File: config.mk
export PLATFORM = sky130hd
export DESIGN_NAME = servo_pose_sequencer
export DESIGN_NICKNAME = d
export VERILOG_FILES = /design/src/rtl/servo_pose_sequencer.sv
export SDC_FILE = /design/constraint.sdc
export NUM_CORES = 2
export LEC_CHECK = 0
export BUFFER_PORTS_ARGS = -buffer_cell sky130_fd_sc_hd__buf_2
export CAP_MARGIN = 25
export CORE_MARGIN = 2
export CORE_UTILIZATION = 55
export CTS_CLUSTER_DIAMETER = 120
export DETAILED_ROUTE_END_ITERATION = 8
export PLACE_DENSITY = 0.71
export SLEW_MARGIN = 0
export SYNTH_ARGS = -nofsm -noshare
export SYNTH_HDL_FRONTEND = slang
export SYNTH_SLANG_ARGS = --single-unit
export TNS_END_PERCENT = 1
File: constraint.sdc
create_clock -name clk -period 16.1 [get_ports clk]
set_input_delay 3.22 -clock clk [delete_from_list [all_inputs] [get_ports clk]]
set_output_delay 3.22 -clock clk [all_outputs]
set_load 0.1 [all_outputs]
File: src/rtl/servo_pose_sequencer.sv
// servo_pose_sequencer: pose-table driven multi-channel servo PWM with rate-limited slewing
module servo_pose_sequencer #(
  parameter int N_CH = 5,
  parameter int N_POSES = 16,
  parameter int CLK_HZ = 50_000_000,
  parameter int FRAME_US = 20000,
  parameter int MIN_US = 500,
  parameter int MAX_US = 2500,
  parameter int RESET_US = 1500,
  parameter int STEP_US = 10
) (
  input  logic clk,
  input  logic reset,
  input  logic pose_wr_en,
  input  logic [$clog2(N_POSES)-1:0] pose_wr_addr,
  input  logic [$clog2(N_CH)-1:0] pose_wr_ch,
  input  logic [15:0] pose_wr_data,
  input  logic gesture_valid,
  input  logic [7:0] gesture,
  output logic gesture_ready,
  output logic busy,
  output logic frame_tick,
  output logic [N_CH-1:0] pwm_out
);
  localparam int PRE = CLK_HZ / 1_000_000;
  localparam int PW = $clog2(PRE);
  localparam int UW = $clog2(FRAME_US);
  localparam int AW = $clog2(N_POSES);
  typedef enum logic {IDLE, MOVE} state_t;
  state_t state_q, state_d;
  logic [PW-1:0] pre_q, pre_d;
  logic [UW-1:0] us_q, us_d;
  logic [15:0] cur_q [N_CH];
  logic [15:0] cur_d [N_CH];
  logic [15:0] tgt_q [N_CH];
  logic [15:0] tgt_d [N_CH];
  logic [15:0] tbl_q [N_POSES][N_CH];
  logic [15:0] tbl_d [N_POSES][N_CH];
  logic [N_CH-1:0] pwm_q, pwm_d;
  logic ready_q, ready_d, busy_q, busy_d;
  logic bnd, settled;
  logic [15:0] wr_val;
  logic [AW-1:0] row;
  function automatic logic [15:0] slew(input logic [15:0] c, input logic [15:0] t);
    logic [15:0] d;
    d = c < t ? t - c : c - t;
    d = d > 16'(STEP_US) ? 16'(STEP_US) : d;
    return c < t ? c + d : c - d;
  endfunction
  // frame boundary is the cycle both counters sit at zero; held low while in reset
  assign bnd = pre_q == '0 && us_q == '0;
  assign frame_tick = bnd && reset;
  assign gesture_ready = ready_q;
  assign busy = busy_q;
  assign pwm_out = pwm_q;
  // 1 us prescaler and in-frame microsecond counter
  always_comb begin
    pre_d = pre_q == PW'(PRE - 1) ? '0 : pre_q + PW'(1);
    us_d = pre_q != PW'(PRE - 1) ? us_q : us_q == UW'(FRAME_US - 1) ? '0 : us_q + UW'(1);
  end
  // pose table: clamped single-entry writes, out-of-range rows or channels dropped
  always_comb begin
    wr_val = pose_wr_data < 16'(MIN_US) ? 16'(MIN_US) : pose_wr_data > 16'(MAX_US) ? 16'(MAX_US) : pose_wr_data;
    tbl_d = tbl_q;
    if (pose_wr_en && 32'(pose_wr_addr) < N_POSES && 32'(pose_wr_ch) < N_CH) tbl_d[pose_wr_addr][pose_wr_ch] = wr_val;
  end
  // gesture accept loads targets from the pre-write table; moves step once per frame boundary
  always_comb begin
    row = gesture[AW-1:0];
    state_d = state_q;
    tgt_d = tgt_q;
    cur_d = cur_q;
    settled = 1'b1;
    if (state_q == IDLE && gesture_valid && gesture != 8'd0 && 32'(gesture) < N_POSES) begin
      tgt_d = tbl_q[row];
      state_d = MOVE;
    end
    if (state_q == MOVE && bnd) begin
      for (int i = 0; i < N_CH; i++) begin
        cur_d[i] = slew(cur_q[i], tgt_q[i]);
        settled = settled && cur_d[i] == tgt_q[i];
      end
      state_d = settled ? IDLE : MOVE;
    end
    ready_d = state_d == IDLE;
    busy_d = state_d == MOVE;
    for (int i = 0; i < N_CH; i++) pwm_d[i] = 16'(us_q) < cur_d[i];
  end
  // all state, including the pose table, clears asynchronously when reset is low
  always_ff @(posedge clk or negedge reset) begin
    if (!reset) begin
      state_q <= IDLE;
      pre_q <= '0;
      us_q <= '0;
      ready_q <= 1'b1;
      busy_q <= 1'b0;
      pwm_q <= '0;
      for (int i = 0; i < N_CH; i++) begin
        cur_q[i] <= 16'(RESET_US);
        tgt_q[i] <= 16'(RESET_US);
      end
      for (int p = 0; p < N_POSES; p++)
        for (int i = 0; i < N_CH; i++) tbl_q[p][i] <= 16'(RESET_US);
    end else begin
      state_q <= state_d;
      pre_q <= pre_d;
      us_q <= us_d;
      ready_q <= ready_d;
      busy_q <= busy_d;
      pwm_q <= pwm_d;
      cur_q <= cur_d;
      tgt_q <= tgt_d;
      tbl_q <= tbl_d;
    end
  end
endmodule
==> summary.md <==
| Metric | Value |
|---|---|
| Mapped cell area | `77800 µm²` |
| Buffer depth of the longest clock path | `3` |
| Leak | `36.7 nW` |
| Hold_buf cts | `0` |
| H-tree levels | `4` |
| Critical path's most frequent cell | `ha_1` |
| P per Cell Area | `117 nW/µm²` |
| Measured slew at the worst slew-check pin | `1.11 ns` |
| Most common cell in the synthesized netlist | `nand2_1` |
| Ys flop type | `dfrtp_1` |
| WP data required | `16.82 ns` |
| Gp weighted congestion | `0.984` |
| Area contributors post-synth | `dfrtp_1, dfstp_2, o21ai_0` |
| Final hold slack | `0.473 ns` |
| Max-Cap Viols | `0` |
| Post-place setup slack | `7.10 ns` |
| Met2 WL | `101000 µm` |
| Site Rows | `137` |
| Max incr delay on CP | `0.71 ns` |
| Period utilisation layout | `56.9%` |
| Synth top cells by count | `nand2_1, o21ai_0, dfrtp_1` |
| Area grow syn2layout | `9.20%` |
| Worst rel slew slack | `25.9%` |
| Clk_lat worst skew | `0.81 ns` |
| Reg2Reg Depth | `26` |
| Post-route ant nets | `0` |
| Worst Setup Start Kind | `register` |
| Post-CTS setup buffer count | `0` |
| Hold Path Depth | `2` |
| Layout cell share with drive strength beyond 1 | `17.5%` |
| Vert. Die Dim | `380 µm` |
| Total die area | `144000 µm²` |
| Arrival @ worst endpoint | `9.88 ns` |
| Resized cells post-CTS | `0` |
| Inserted Clock Buffers | `157` |
| Setup TNS | `0 ns` |
| Initial Util | `55.6%` |
| First-pass GRT wire length | `353000 µm` |
| Area leader, netlist | `dfrtp_1` |
| Root Buffer | `clkbuf_16` |
| Async S/R FF share, synth | `100%` |
| Ys Warns | `0` |
| Pins Over Slew Limit | `0` |
| Grt ovf | `0` |
| DRC | `0` |
| Worst Skew | `0.0399 ns` |
| Path type of the worst min-delay path | `reg2reg` |
| Mapped Avg Cell Area | `9.92 µm²` |
| Clock transition at path regs | `0.06 ns` |
| Number of cells in the finished layout apart from fillers | `9640` |
| Highest Signal Layer | `met5` |
| EDFF count, synth | `0` |
| Fin crit period | `9.16 ns` |
| Netlist cell types | `99` |
| Share of the synthesized area in the top cell type | `26.9%` |
| Post-synthesis sequential area ratio | `48.3%` |
| Final setup vio count | `0` |
| RSZ-0062 raised after global routing | `false` |
| I/O pin cnt | `43` |
| Core area | `140000 µm²` |
| Slowest cell on the critical path | `a2111oi_0` |
| # clock sinks | `1468` |
| Port Buf Inserts | `42` |
| # nets final | `7984` |
| WL met1 | `102000 µm` |
| Syn nets | `8202` |
| Hpwl dp | `151000 µm` |
| Vias in the first global route | `57.8k` |
| FF+latch count, synth | `1468` |
| Wire per inst | `23.6 µm` |
| Die width | `380 µm` |
| Worst Slack Setup Final | `6.94 ns` |
| CP max FO | `16` |
| CTS tree | `done` |
| Initial antenna violation count | `10` |
| Critical Path Sink Type | `register` |
| Worst setup path category | `reg2reg` |
| # placed instances | `9336` |
| Post-Synthesis Cells | `7842` |
| Routed vias | `59.4k` |
| Worst vdd ir | `0.111 mV` |
| Initial DRC count | `5579` |
| Drt total wl | `227000 µm` |
| Metal3 WL | `16900 µm` |
| Hold Violations, Final | `0` |
| Fmax | `0.109 GHz` |
| Vias per inst | `6.16` |
| Status | `complete, no violations` |
| Largest net degree at the start of global routing | `186` |
| 1st-pass router iterations | `7` |
| Total GRT Usage | `31.4%` |
==> cells by family after synthesis <==
logic type	share of synthesized area, %
xor+xnor	2.33
flops	48.3
mux	9.76
fa+ha+maj	5.37
simple gates	12.8
compound gates	17.4
buf+inv	4.10
==> flip-flops by register name, indices dropped and copies added, names as in the netlist <==
signal         count
tbl_q           1280
us_q              15
gesture_ready      1
tgt_q             80
pre_q              6
cur_q             80
pwm_out            5
state_q            1
==> stage by stage <==
step	util (%)	power, W	cell area (µm²)
after floorplan	-	0.00562	77800
after global placement	56.6	0.00627	79100
after detailed placement	56.9	0.00628	79500
after CTS	60.6	0.00995	84800
after global routing	60.7	0.0104	84900
final	60.7	0.00994	84900
==> layout make-up <==
cell class                      count  area, µm²
Antenna cell                        5       12.5
Fill cell                       11601      55000
Clock inverter                     61        713
Multi-Input combinational cell   5555      37200
Inverter                          287       1080
Clock buffer                      233       4520
Sequential cell                  1468      37500
Timing Repair Buffer              155       1550
Tap cell                         1876       2350
==> where the power goes <==
| part | internal [W] | switching (W) |
|---|---|---|
| combinational | 0.000815 | 0.00135 |
| clock | 0.00213 | 0.00154 |
| sequential | 0.00396 | 0.000153 |
==> worst paths after layout <==
path	end	slack (ns)	startpoint
worst max-delay path	pwm_out[4]$_DFF_PN0_	6.94	cur_q[8]$_DFF_PN1_
worst min-delay path	tbl_q[128]$_DFFE_PN0P_	0.47	tbl_q[128]$_DFFE_PN0P_
worst max register to register	pwm_out[4]$_DFF_PN0_	6.94	cur_q[8]$_DFF_PN1_
worst min register to register	tbl_q[128]$_DFFE_PN0P_	0.47	tbl_q[128]$_DFFE_PN0P_
max in group asynchronous	tbl_q[1228]$_DFFE_PN0P_	8.21	reset
min in group asynchronous	tbl_q[1277]$_DFFE_PN0P_	2.34	reset
==> per-layer routing <==
metal | global-route usage (%) | vias to the layer above
met1 | 45.6 | 29760
li1 | - | 27187
met3 | 6.29 | 400
met2 | 47.4 | 2008
met4 | 10.3 | 10
met5 | 0 | -
==> critical path: cells and delay by family (launching register included) <==
kind | cells | cell delay [ns]
buffers and inverters | 1 | 0.06
DFF | 1 | 0.57
adders and majority gates | 4 | 1.28
and+or+nand+nor | 9 | 2.94
muxes | 1 | 0.24
AOI/OAI and AO/OA | 11 | 3.98
==> placed cells by master, fill, tap and decap left out, drive strengths merged, types with 15 or more instances in the layout <==
cell / n
and3: 26
o21a: 62
a211oi: 33
a21oi: 355
nor3: 64
dfrtp: 837
or3: 21
mux2i: 302
buf: 155
nor2b: 34
dfstp: 631
nand4: 37
nand2b: 40
mux2: 85
inv: 297
nor4: 32
o211ai: 23
o2111ai: 15
a31o: 15
xor2: 67
a21boi: 20
clkbuf: 233
clkinv: 37
o31ai: 102
nand3: 60
nand2: 1307
nor2: 171
a2111oi: 16
and2: 330
ha: 310
mux4: 160
o21ai: 1250
fa: 15
o22ai: 87
a21o: 98
o221ai: 84
xnor2: 136
Power figures use the tool's default switching activity.
